==> src/rtl/usb_wire_pkg.sv <==
// rtl/usb_wire_pkg.sv - line symbol codes, FIFO entry layout and polarity helper for the wire TX path
package usb_wire_pkg;

  typedef enum logic [1:0] {
    SYM_SE0 = 2'b00,
    SYM_J   = 2'b01,
    SYM_K   = 2'b10,
    SYM_RSV = 2'b11
  } usb_sym_e;

  localparam int FS_DIV_DEFAULT = 4;
  localparam int LS_DIV_DEFAULT = 32;

  typedef struct packed {
    logic       oe;
    logic [1:0] data;
  } tx_entry_t;

  localparam int FIFO_ENTRY_W = $bits(tx_entry_t);

  // Returns {dp, dm}; the reserved code drives SE0.
  function automatic logic [1:0] line_drive(input logic [1:0] sym, input logic pol);
    case (sym)
      SYM_J:   line_drive = {pol, ~pol};
      SYM_K:   line_drive = {~pol, pol};
      default: line_drive = 2'b00;
    endcase
  endfunction

endpackage

==> src/rtl/usb_wire_tx_fifo.sv <==
// rtl/usb_wire_tx_fifo.sv - synchronous symbol FIFO with full/empty/count, shared with the slave TX path
module usb_wire_tx_fifo #(
  parameter int DEPTH = 4,
  parameter int WIDTH = 3
) (
  input  logic                     clk_i,
  input  logic                     rst_i,
  input  logic                     wr_en_i,
  input  logic [WIDTH-1:0]         wr_data_i,
  input  logic                     rd_en_i,
  output logic [WIDTH-1:0]         rd_data_o,
  output logic                     full_o,
  output logic                     empty_o,
  output logic [$clog2(DEPTH):0]   count_o
);

  localparam int AW = $clog2(DEPTH);
  localparam int CW = AW + 1;

  logic [WIDTH-1:0] mem_q [DEPTH];
  logic [AW-1:0]    wr_ptr_q;
  logic [AW-1:0]    rd_ptr_q;
  logic [CW-1:0]    count_q;
  logic [CW-1:0]    count_d;
  logic             do_wr;
  logic             do_rd;

  assign full_o    = (count_q == CW'(DEPTH));
  assign empty_o   = (count_q == '0);
  assign do_wr     = wr_en_i & ~full_o;
  assign do_rd     = rd_en_i & ~empty_o;
  assign rd_data_o = mem_q[rd_ptr_q];
  assign count_o   = count_q;

  always_comb begin
    count_d = count_q;
    if (do_wr && !do_rd) begin
      count_d = count_q + CW'(1);
    end else if (do_rd && !do_wr) begin
      count_d = count_q - CW'(1);
    end
  end

  always_ff @(posedge clk_i) begin
    if (rst_i) begin
      wr_ptr_q <= '0;
      rd_ptr_q <= '0;
      count_q  <= '0;
    end else begin
      if (do_wr) wr_ptr_q <= wr_ptr_q + AW'(1);
      if (do_rd) rd_ptr_q <= rd_ptr_q + AW'(1);
      count_q <= count_d;
    end
  end

  // Storage is not reset; the pointers alone define what is valid.
  always_ff @(posedge clk_i) begin
    if (do_wr) mem_q[wr_ptr_q] <= wr_data_i;
  end

endmodule

==> src/rtl/usb_wire_tx_pacer.sv <==
// rtl/usb_wire_tx_pacer.sv - paces buffered line symbols onto D+/D- at FS/LS rate; option USB_WIRE_TX_UNDERRUN_EN
module usb_wire_tx_pacer
  import usb_wire_pkg::*;
#(
  parameter int FIFO_DEPTH = 4,
  parameter int FS_DIV     = FS_DIV_DEFAULT,
  parameter int LS_DIV     = LS_DIV_DEFAULT
) (
  input  logic       clk,
  input  logic       rst,
  input  logic [1:0] sym_data,
  input  logic       sym_oe,
  input  logic       sym_valid,
  output logic       sym_ready,
  input  logic       fullSpeedRate,
  input  logic       fullSpeedPol,
  output logic       usb_dp,
  output logic       usb_dm,
  output logic       usb_oe,
  output logic       tx_idle,
  output logic       tx_underrun
);

  localparam int CNT_W = $clog2(LS_DIV);
  localparam int FC_W  = $clog2(FIFO_DEPTH) + 1;

  tx_entry_t        wr_entry;
  tx_entry_t        rd_entry;
  logic [FIFO_ENTRY_W-1:0] rd_raw;
  logic             fifo_full;
  logic             fifo_empty;
  logic [FC_W-1:0]  fifo_count;

  logic [CNT_W-1:0] bit_cnt_q;
  logic [CNT_W-1:0] bit_cnt_d;
  logic [CNT_W-1:0] reload;
  logic             tick;
  logic             pop;
  logic             usb_dp_q;
  logic             usb_dm_q;
  logic             usb_oe_q;

  assign wr_entry = '{oe: sym_oe, data: sym_data};
  assign rd_entry = tx_entry_t'(rd_raw);

  usb_wire_tx_fifo #(
    .DEPTH (FIFO_DEPTH),
    .WIDTH (FIFO_ENTRY_W)
  ) u_fifo (
    .clk_i     (clk),
    .rst_i     (rst),
    .wr_en_i   (sym_valid),
    .wr_data_i (wr_entry),
    .rd_en_i   (pop),
    .rd_data_o (rd_raw),
    .full_o    (fifo_full),
    .empty_o   (fifo_empty),
    .count_o   (fifo_count)
  );

  // The divisor is latched only at reload, so a rate change never stretches the bit in flight.
  assign reload = fullSpeedRate ? CNT_W'(FS_DIV - 1) : CNT_W'(LS_DIV - 1);
  assign tick   = (bit_cnt_q == '0);
  assign pop    = tick & ~fifo_empty;

  always_comb begin
    bit_cnt_d = bit_cnt_q;
    if (pop) begin
      bit_cnt_d = reload;
    end else if (!tick) begin
      bit_cnt_d = bit_cnt_q - CNT_W'(1);
    end
  end

`ifdef USB_WIRE_TX_UNDERRUN_EN
  logic underrun_q;
  assign tx_underrun = underrun_q;
`else
  assign tx_underrun = 1'b0;
`endif

  always_ff @(posedge clk) begin
    if (rst) begin
      bit_cnt_q <= '0;
      usb_dp_q  <= 1'b0;
      usb_dm_q  <= 1'b0;
      usb_oe_q  <= 1'b0;
`ifdef USB_WIRE_TX_UNDERRUN_EN
      underrun_q <= 1'b0;
`endif
    end else begin
      bit_cnt_q <= bit_cnt_d;
      if (pop) begin
        {usb_dp_q, usb_dm_q} <= line_drive(rd_entry.data, fullSpeedPol);
        usb_oe_q             <= rd_entry.oe;
      end
`ifdef USB_WIRE_TX_UNDERRUN_EN
      // Starved mid-packet: release the bus rather than stretch the last symbol.
      else if (tick && usb_oe_q) begin
        underrun_q <= 1'b1;
        usb_oe_q   <= 1'b0;
        usb_dp_q   <= 1'b0;
        usb_dm_q   <= 1'b0;
      end
`endif
    end
  end

  assign usb_dp    = usb_dp_q;
  assign usb_dm    = usb_dm_q;
  assign usb_oe    = usb_oe_q;
  assign sym_ready = ~fifo_full;
  assign tx_idle   = (fifo_count == '0) & tick;

endmodule
==> config.mk <==
export PLATFORM = sky130hd
export DESIGN_NAME = usb_wire_tx_pacer
export DESIGN_NICKNAME = d
export VERILOG_FILES = /design/src/rtl/usb_wire_pkg.sv /design/src/rtl/usb_wire_tx_fifo.sv /design/src/rtl/usb_wire_tx_pacer.sv
export SDC_FILE = /design/constraint.sdc
export NUM_CORES = 1
export LEC_CHECK = 0
export BUFFER_PORTS_ARGS = -buffer_cell sky130_fd_sc_hd__buf_4
export CAP_MARGIN = 10
export CORE_MARGIN = 5
export CORE_UTILIZATION = 25
export DETAILED_ROUTE_END_ITERATION = 8
export PLACE_DENSITY = 0.46
export SETUP_SLACK_MARGIN = 0.3
export SLEW_MARGIN = 20
export SYNTH_ARGS = -nofsm -noshare
export SYNTH_HDL_FRONTEND = slang
export SYNTH_HIERARCHICAL = 1
export SYNTH_SLANG_ARGS = --single-unit
==> constraint.sdc <==
create_clock -name clk -period 6.85 [get_ports clk]
set_input_delay 0.3425 -clock clk [delete_from_list [all_inputs] [get_ports clk]]
set_output_delay 0.3425 -clock clk [all_outputs]
set_load 0.005 [all_outputs]
==> summary.txt, run 1 <==
Run status
  – Run status: completed

Timing
  – Final hold violation count: 0
  – FMAX: about 400 MHz
  – Setup violators final: 0
  – Min Tclk post-route: 2520 ps
  – Least-Margin Pin Slew: between 600 and 700 ps
  – WHS: 273.5 ps
  – Relative slew margins: 0.5859
  – Tcrit/Tclk final: 0.3679
  – Final setup TNS: 0 ps
  – Final Max Slew Viols: 0
  – RSZ-0062 raised after global routing: no
  – Clock skew: 4.154 ps

Worst setup path
  – CP max FO: 7
  – Worst setup SP type: flip-flop
  – CP Data Arrival Time: 2730 ps
  – Worst EP required: 7060 ps
  – Critical path class: reg2reg
  – Worst Setup End Kind: flip-flop

Finish
  – ANT cells: 0
  – # fillers: 526
  – Final core utilization: 0.3118
  – Ratio of cells with drive above 1 in the final layout: 0.2598
  – Layout Area Growth over Synthesis: 19.91%
  – Final nets: 141

Routing
  – Post-Route WL: ~2300 microns
  – Drt initial violations: 45
  – Drc violations: 0
  – Post-route ant nets: 0
  – WL/cell: approximately 12 microns
  – Vias: 819
  – Number of detailed-route iterations in the first pass: 3
  – Vias per inst: 4.157

Power and ir drop
  – Leak pwr: 0.6028 nW
  – VDD IR max: 0.0001006 V
  – Power per Cell Area: between 400 and 500 nW/um^2

Floorplan
  – Initial Util: 0.2600
  – Row cnt: 26
  – Die W: 83.35 microns
  – Die area: 6947 sq um
  – Chip height: 83.35 microns
  – IO Pins: 14
  – Core Area: roughly 5200 sq um

Placement
  – IO buf count: 12
  – Detailed Place HPWL: 1755 microns
  – RePlAce Congestion: approximately 0.73

Synthesis
  – Netlist cell types: 36
  – Top_reg_cell synth: dfxtp_1
  – Register bit count reported by yosys: 29
  – Cell area after synthesis: ~1300 sq um
  – FFs w/ async S/R, synth: 0
  – Sequential-to-total area share from yosys stat: 0.5209
  – Yosys warns: 6
  – EDFF count, synth: 12
  – Gate Count Post-Synth: between 100 and 150
  – Synthesized Nets: approximately 130
  – Mapped Avg Cell Area: 12.12 sq um

Clock network
  – Clk buf depth: 2
  – Reg clk slew, reported paths: roughly 60 ps
  – Post-CTS Repair Setup Buffers: 0
  – TritonCTS Buffers: 5
  – Clk Latency, worst-skew pair: 270 ps
  – Clock sinks: 29
  – H-tree lvl count: 2
  – Cts repair resizes: 0
  – CTS tree: yes
  – Clock root cell: clkbuf_8
  – Hold-fix buffers at CTS: 0

Flow run
  – Maxcap violations: 0

Min path
  – Hold Path Class: in2reg

GRT
  – Overflow after GRT: 0
  – Vias in the first global route: between 900 and 1000
  – Global router's overall resource usage: 0.07230
  – Initial antenna violation count: 0
  – First-pass GRT wire length: 3898 microns
  – Largest net degree at the start of global routing: 18
[final cells by class]
type,instances,area (sq um),share of cell area
clock buffers,7,86.33,0.05353
multi-input cells,70,588.1,0.3646
clock inverters,1,30.03,0.01862
well taps,70,87.58,0.05431
repair buffers,12,90.09,0.05586
flip-flops and latches,29,700.7,0.4344
inverters,8,30.03,0.01862
[cell families (layout without fill, tap and decap cells)]
logic type | count (synthesis) | after routing | synth area share
AND/OR/NAND/NOR | 32 | 32 | 0.1563
flip-flops | 29 | 29 | 0.5209
buffers and inverters | 12 | 28 | 0.04186
other | 1 | 1 | 0.002788
XOR/XNOR | 6 | 6 | 0.03907
adder cells (fa/ha/maj) | 7 | 7 | 0.07070
multiplexers | 7 | 7 | 0.08000
AO/OA/AOI/OAI | 17 | 17 | 0.08836
[where the power goes]
part	leakage (nW)	switching, mW	internal [mW]
clock	0.0585	0.0601	0.118
sequential	0.250	0.0382	0.220
combinational	0.295	0.112	0.109
[registers in the layout, indices dropped and copies added, names as in the netlist, named ones only]
name / cells
u_fifo/rd_ptr_q: 2
u_fifo/wr_ptr_q: 2
bit_cnt_q: 5
usb_dp: 1
u_fifo/mem_q: 12
u_fifo/count_o: 3
usb_dm: 1
usb_oe: 1
[layer usage]
layer	wire (microns)	global-route usage	vias to the layer above
li1	-	-	415
met1	1036	0.07678	383
met2	1059	0.1152	14
met3	114	0.03465	7
met4	61	0.04458	0
met5	0	0	-
[placed cells by master, fill, tap and decap left out, drive strengths merged, types with 2 or more instances in the layout]
cell and instances:
nor2b 2, a21oi 6, nor2 11, dfxtp 17, o21ai 4, mux2i 4, or3 2, clkbuf 7
a211oi 5, nor3 4, xnor2 2, inv 8, and2 4, xor2 4, mux4 3, buf 12
edfxtp 12, nand2b 3, ha 6
[stage by stage]
stage / instances / power (mW) / area [sq um] / setup slack, ps
after floorplan: 111 / 0.4328 / 1345 / 4495
after CTS: 197 / 0.6688 / 1613 / 4311
after global routing: 197 / 0.7048 / 1613 / 4070
after detailed placement: 189 / 0.4865 / 1496 / 4335
after global placement: 189 / 0.4791 / 1496 / 4388
final: 197 / 0.6570 / 1613 / 4330
[worst max-delay path: stages (launching register included)]
cell,delay (ps)
dfxtp_1,410
nor3_1,560
nor2_4,110
o31ai_2,110
ha_1,240
inv_1,60
fa_1,380
xor2_1,160
or3_1,300
a21oi_1,140
[path summary, 6_finish.rpt]
kind | start | to | slack [ps] | cells past startpoint
min reg2reg | usb_oe | usb_oe | 480 | 2
max | u_fifo/count_o[0] | u_fifo/count_o[2] | 4330 | 9
min | sym_data[1] | u_fifo/mem_q[3][1] | 270 | 1
max reg2reg | u_fifo/count_o[0] | u_fifo/count_o[2] | 4330 | 9
[cell usage after synthesis (2+ instances only)]
cell type,n,share of area
nor3_1,3,0.011
mux2i_1,4,0.030
o21ai_0,3,0.011
dfxtp_1,17,0.25
nor2b_1,2,0.0093
xnor2_1,2,0.013
mux4_2,3,0.050
inv_1,8,0.022
edfxtp_1,12,0.27
and2_1,4,0.019
ha_1,6,0.056
a21oi_1,6,0.022
nor2_1,8,0.022
a211oi_2,2,0.019
or3_1,2,0.0093
nand2b_1,3,0.014
a211oi_1,3,0.017
xor2_1,4,0.026
nor2_2,2,0.0093
Power figures use the tool's default switching activity.
==> run 2: changes to the inputs <==
--- a/config.mk
+++ b/config.mk
@@ -10,7 +10,7 @@
 export CORE_MARGIN = 5
 export CORE_UTILIZATION = 25
 export DETAILED_ROUTE_END_ITERATION = 8
-export PLACE_DENSITY = 0.46
+export PLACE_DENSITY = 0.48
 export SETUP_SLACK_MARGIN = 0.3
 export SLEW_MARGIN = 20
 export SYNTH_ARGS = -nofsm -noshare
==> constraint.sdc (replaced) <==
create_clock -name clk -period 2.05 [get_ports clk]
set_input_delay 0.1025 -clock clk [delete_from_list [all_inputs] [get_ports clk]]
set_output_delay 0.1025 -clock clk [all_outputs]
set_load 0.005 [all_outputs]
==> run 2 against run 1 <==
Against the previous run: register-to-register slack worse by 4500 ps; non-clock buffer count up 22; clock power rose to 3.2 times the previous value; cell count up 11%; count of clock-buffer cells in the layout down 2; final area up 15%; fmax up 14%; sequential share of layout area down 5.4 points; power rose to 3.9 times the previous value; hold slack worse by 240 ps; the run now ends with setup timing left; first-iteration DRC count down 22%.
==> summary.txt, run 2 (synthesis results as in run 1) <==
Min path
  – Hold Path Class: in2reg (unchanged)

Worst setup path
  – Crit path to: u_fifo/count_o[2] (unchanged)
  – CP Data Arrival Time: 2430 ps (was 2730 ps)
  – Worst Setup End Kind: flip-flop (unchanged)
  – Worst EP required: 2260 ps (was 7060 ps)
  – FF-to-FF path depth: 11 (was 9)
  – Worst setup SP type: flip-flop (unchanged)
  – CP max FO: 2 (was 7)
  – Crit path cell chain: inv_2 > ha_4 > or4b_4 > nor2_4 > o31ai_4 > ha_4 > inv_2 > fa_2 > xor2_1 > or3_1 > a21oi_2 (was nor3_1 > nor2_4 > o31ai_2 > ha_1 > inv_1 > fa_1 > xor2_1 > or3_1 > a21oi_1)
  – Critical Path Source: bit_cnt_q[0] (was u_fifo/count_o[0])
  – Reg-to-reg endpoint: u_fifo/count_o[2] (unchanged)
  – Critical path class: reg2reg (unchanged)
  – Critical path's slowest cell: or4b_4 (was nor3_1)
  – CP max stage delay: 480 ps (was 560 ps)
  – Setup slack, reg-to-reg: -170 ps (was 4330 ps)
  – Worst R2R Start: bit_cnt_q[0] (was u_fifo/count_o[0])

Floorplan
  – IO Pins: 14 (unchanged)
  – Chip height: 83.35 microns (unchanged)
  – Die area: 6947 sq um (unchanged)
  – Initial Util: 0.2600 (unchanged)
  – Die W: 83.35 microns (unchanged)
  – Row cnt: 26 (unchanged)
  – Core Area: 5172 sq um (unchanged)

Timing
  – Tcrit/Tclk final: 1.081 (was 0.3679)
  – Final Max Slew Viols: 0 (unchanged)
  – Setup violators final: 2 (was 0)
  – RSZ-0062 raised after global routing: yes (was no)
  – FMAX: 451.3 MHz (was 396.8 MHz)
  – Final hold violation count: 0 (unchanged)
  – Min Tclk post-route: 2216 ps (was 2520 ps)
  – Final worst slack: -165.9 ps (was 4330 ps)
  – Clock skew: 4.777 ps (was 4.154 ps)
  – WHS: 33.87 ps (was 273.5 ps)

Clock network
  – TritonCTS Buffers: 5 (unchanged)
  – Hold-fix buffers at CTS: 0 (unchanged)
  – Clock root cell: clkbuf_8 (unchanged)
  – Clk Latency, worst-skew pair: 270 ps (about the same)
  – H-tree lvl count: 2 (unchanged)
  – CTS tree: yes (unchanged)
  – Clock sinks: 29 (unchanged)
  – Reg clk slew, reported paths: 60 ps (about the same)
  – Clk buf depth: 2 (unchanged)

Placement
  – RePlAce Congestion: 0.7038 (was 0.7339)
  – IO buf count: 12 (unchanged)
  – Placed insts: 204 (was 189)
  – Detailed Place HPWL: 1912 microns (was 1755 microns)
  – Placed instance area: 1647 sq um (was 1496 sq um)

Power and ir drop
  – Sequential Power Share: 0.323 (was 0.393)
  – Total power: 2.550 mW (was 0.6570 mW)
  – VDD IR max: 0.0004225 V (was 0.0001006 V)
  – Leak pwr: 0.7075 nW (was 0.6028 nW)
  – Clock share of power: 0.223 (was 0.272)
  – Sw Pwr: 0.8273 mW (was 0.2100 mW)
  – Power per Cell Area: 1379 nW/um^2 (was 407.4 nW/um^2)
  – Internal power: 1.722 mW (was 0.4470 mW)
  – Comb pwr share: 0.454 (was 0.335)
  – Switching portion of total power: 0.3245 (was 0.3197)

Finish
  – Design area: 1849 sq um (was 1613 sq um)
  – Final core utilization: 0.3575 (was 0.3118)
  – # fillers: 514 (was 526)
  – Register area: 703.2 sq um (was 700.7 sq um)
  – Footprint of the multi-input gates: 651.9 sq um (was 588.1 sq um)
  – Final nets: 163 (was 141)
  – Layout Area Growth over Synthesis: 37.49% (was 19.91%)
  – Cell Count, Final, Fillers Out: 219 (was 197)
  – Commonest non-fill, non-tap cell in the layout: buf_4 (was dfxtp_1)
  – ANT cells: 0 (unchanged)
  – Most frequent cells in the layout: buf_4, dfxtp_1, edfxtp_1 (was dfxtp_1, buf_4, edfxtp_1)
  – Largest reg by FF count: u_fifo/mem_q (unchanged)
  – Max reg flops: 12 (unchanged)
  – Ratio of cells with drive above 1 in the final layout: 0.4430 (was 0.2598)

GRT
  – Vias in the first global route: 960 (was 904)
  – Largest net degree at the start of global routing: 18 (unchanged)
  – First-pass GRT wire length: 4333 microns (was 3898 microns)
  – Initial antenna violation count: 0 (unchanged)
  – Overflow after GRT: 0 (unchanged)
  – Global router's overall resource usage: 0.07963 (was 0.07230)

Flow run
  – Maxcap violations: 0 (unchanged)

Run status
  – Failing checks: setup timing
  – Run status: finished with violations (was completed)

Routing
  – Top Layer Used: met4 (unchanged)
  – Post-route ant nets: 0 (unchanged)
  – Post-Route WL: 2522 microns (was 2271 microns)
  – Metal3 WL: 131 microns (was 114 microns)
  – WL/cell: 11.52 microns (was 11.53 microns)
  – M1 WL: 1116 microns (was 1036 microns)
  – Vias per inst: 4.091 (was 4.157)
  – Vias: 896 (was 819)
  – Drt initial violations: 35 (was 45)
  – Met2 routed WL: 1246 microns (was 1059 microns)
  – Number of detailed-route iterations in the first pass: 4 (was 3)
  – Drc violations: 0 (unchanged)
[run 2: cell types whose count changed in the layout (fill, tap and decap cells not counted), moves of 2 or more]
cell,previous run,this run
inv_2,0,3
dfxtp_1,17,15
ha_1,6,4
buf_4,12,31
buf_6,0,3
dfxtp_2,0,2
ha_4,0,2
inv_1,8,5
[run 2: per-stage QoR]
step	setup TNS (ps)	setup slack (ps)
3_3_place_gp	-235.6	-131.4
5_1_grt	-500.1	-278.0
6_report	-277.8	-165.9
3_5_place_dp	-314.2	-160.5
4_1_cts	-236.4	-133.4
2_1_floorplan	-483.2	-242.6
[run 2: layout make-up]
class / count / share of cell area
Inverter: 8 / 0.01624
Clock buffer: 5 / 0.03721
Timing Repair Buffer: 34 / 0.1441
Sequential cell: 29 / 0.3802
Clock inverter: 3 / 0.02233
Multi-Input combinational cell: 70 / 0.3525
Tap cell: 70 / 0.04736
[run 2: repair_timing]
action	4_1_cts	5_1_grt
setup endpoints to repair	8	8
buffers inserted	6	1
pin swaps	7	4
resized for setup	6	2
[run 2: worst min-delay path by stage]
stage / slack, ps / endpoint / depth (start not counted) / from
2_1_floorplan: 200 / u_fifo/mem_q[0][0] / 0 / sym_data[0]
3_3_place_gp: 310 / u_fifo/mem_q[2][1] / 1 / sym_data[1]
3_5_place_dp: 310 / u_fifo/mem_q[3][0] / 1 / sym_data[0]
4_1_cts: 20 / u_fifo/mem_q[0][2] / 1 / sym_oe
5_1_grt: 20 / u_fifo/mem_q[0][2] / 1 / sym_oe
6_report: 30 / u_fifo/mem_q[2][2] / 1 / sym_oe
[run 2: worst max-delay path, delay by kind of cell, from the launching register on]
kind            cells  cell delay [ps]
simple gates        3              960
fa+ha+maj           3              480
flops               1              320
compound gates      2              220
buf+inv             2              110
xor+xnor            1               70
[run 2: layer usage]
| metal | vias up | GRT usage |
|---|---|---|
| met5 | - | 0 |
| met4 | 0 | 0.03120 |
| met3 | 4 | 0.02871 |
| met2 | 21 | 0.1327 |
| met1 | 410 | 0.09284 |
| li1 | 461 | - |
[run 2: power groups by stage]
stage / sequential [mW] / clock (mW) / combinational, mW
4_1_cts: 0.825 / 0.592 / 1.15
3_5_place_dp: 0.831 / 0 / 1.03
3_3_place_gp: 0.824 / 0 / 1.01
2_1_floorplan: 0.862 / 0 / 0.649
5_1_grt: 0.843 / 0.617 / 1.29
6_report: 0.824 / 0.569 / 1.16
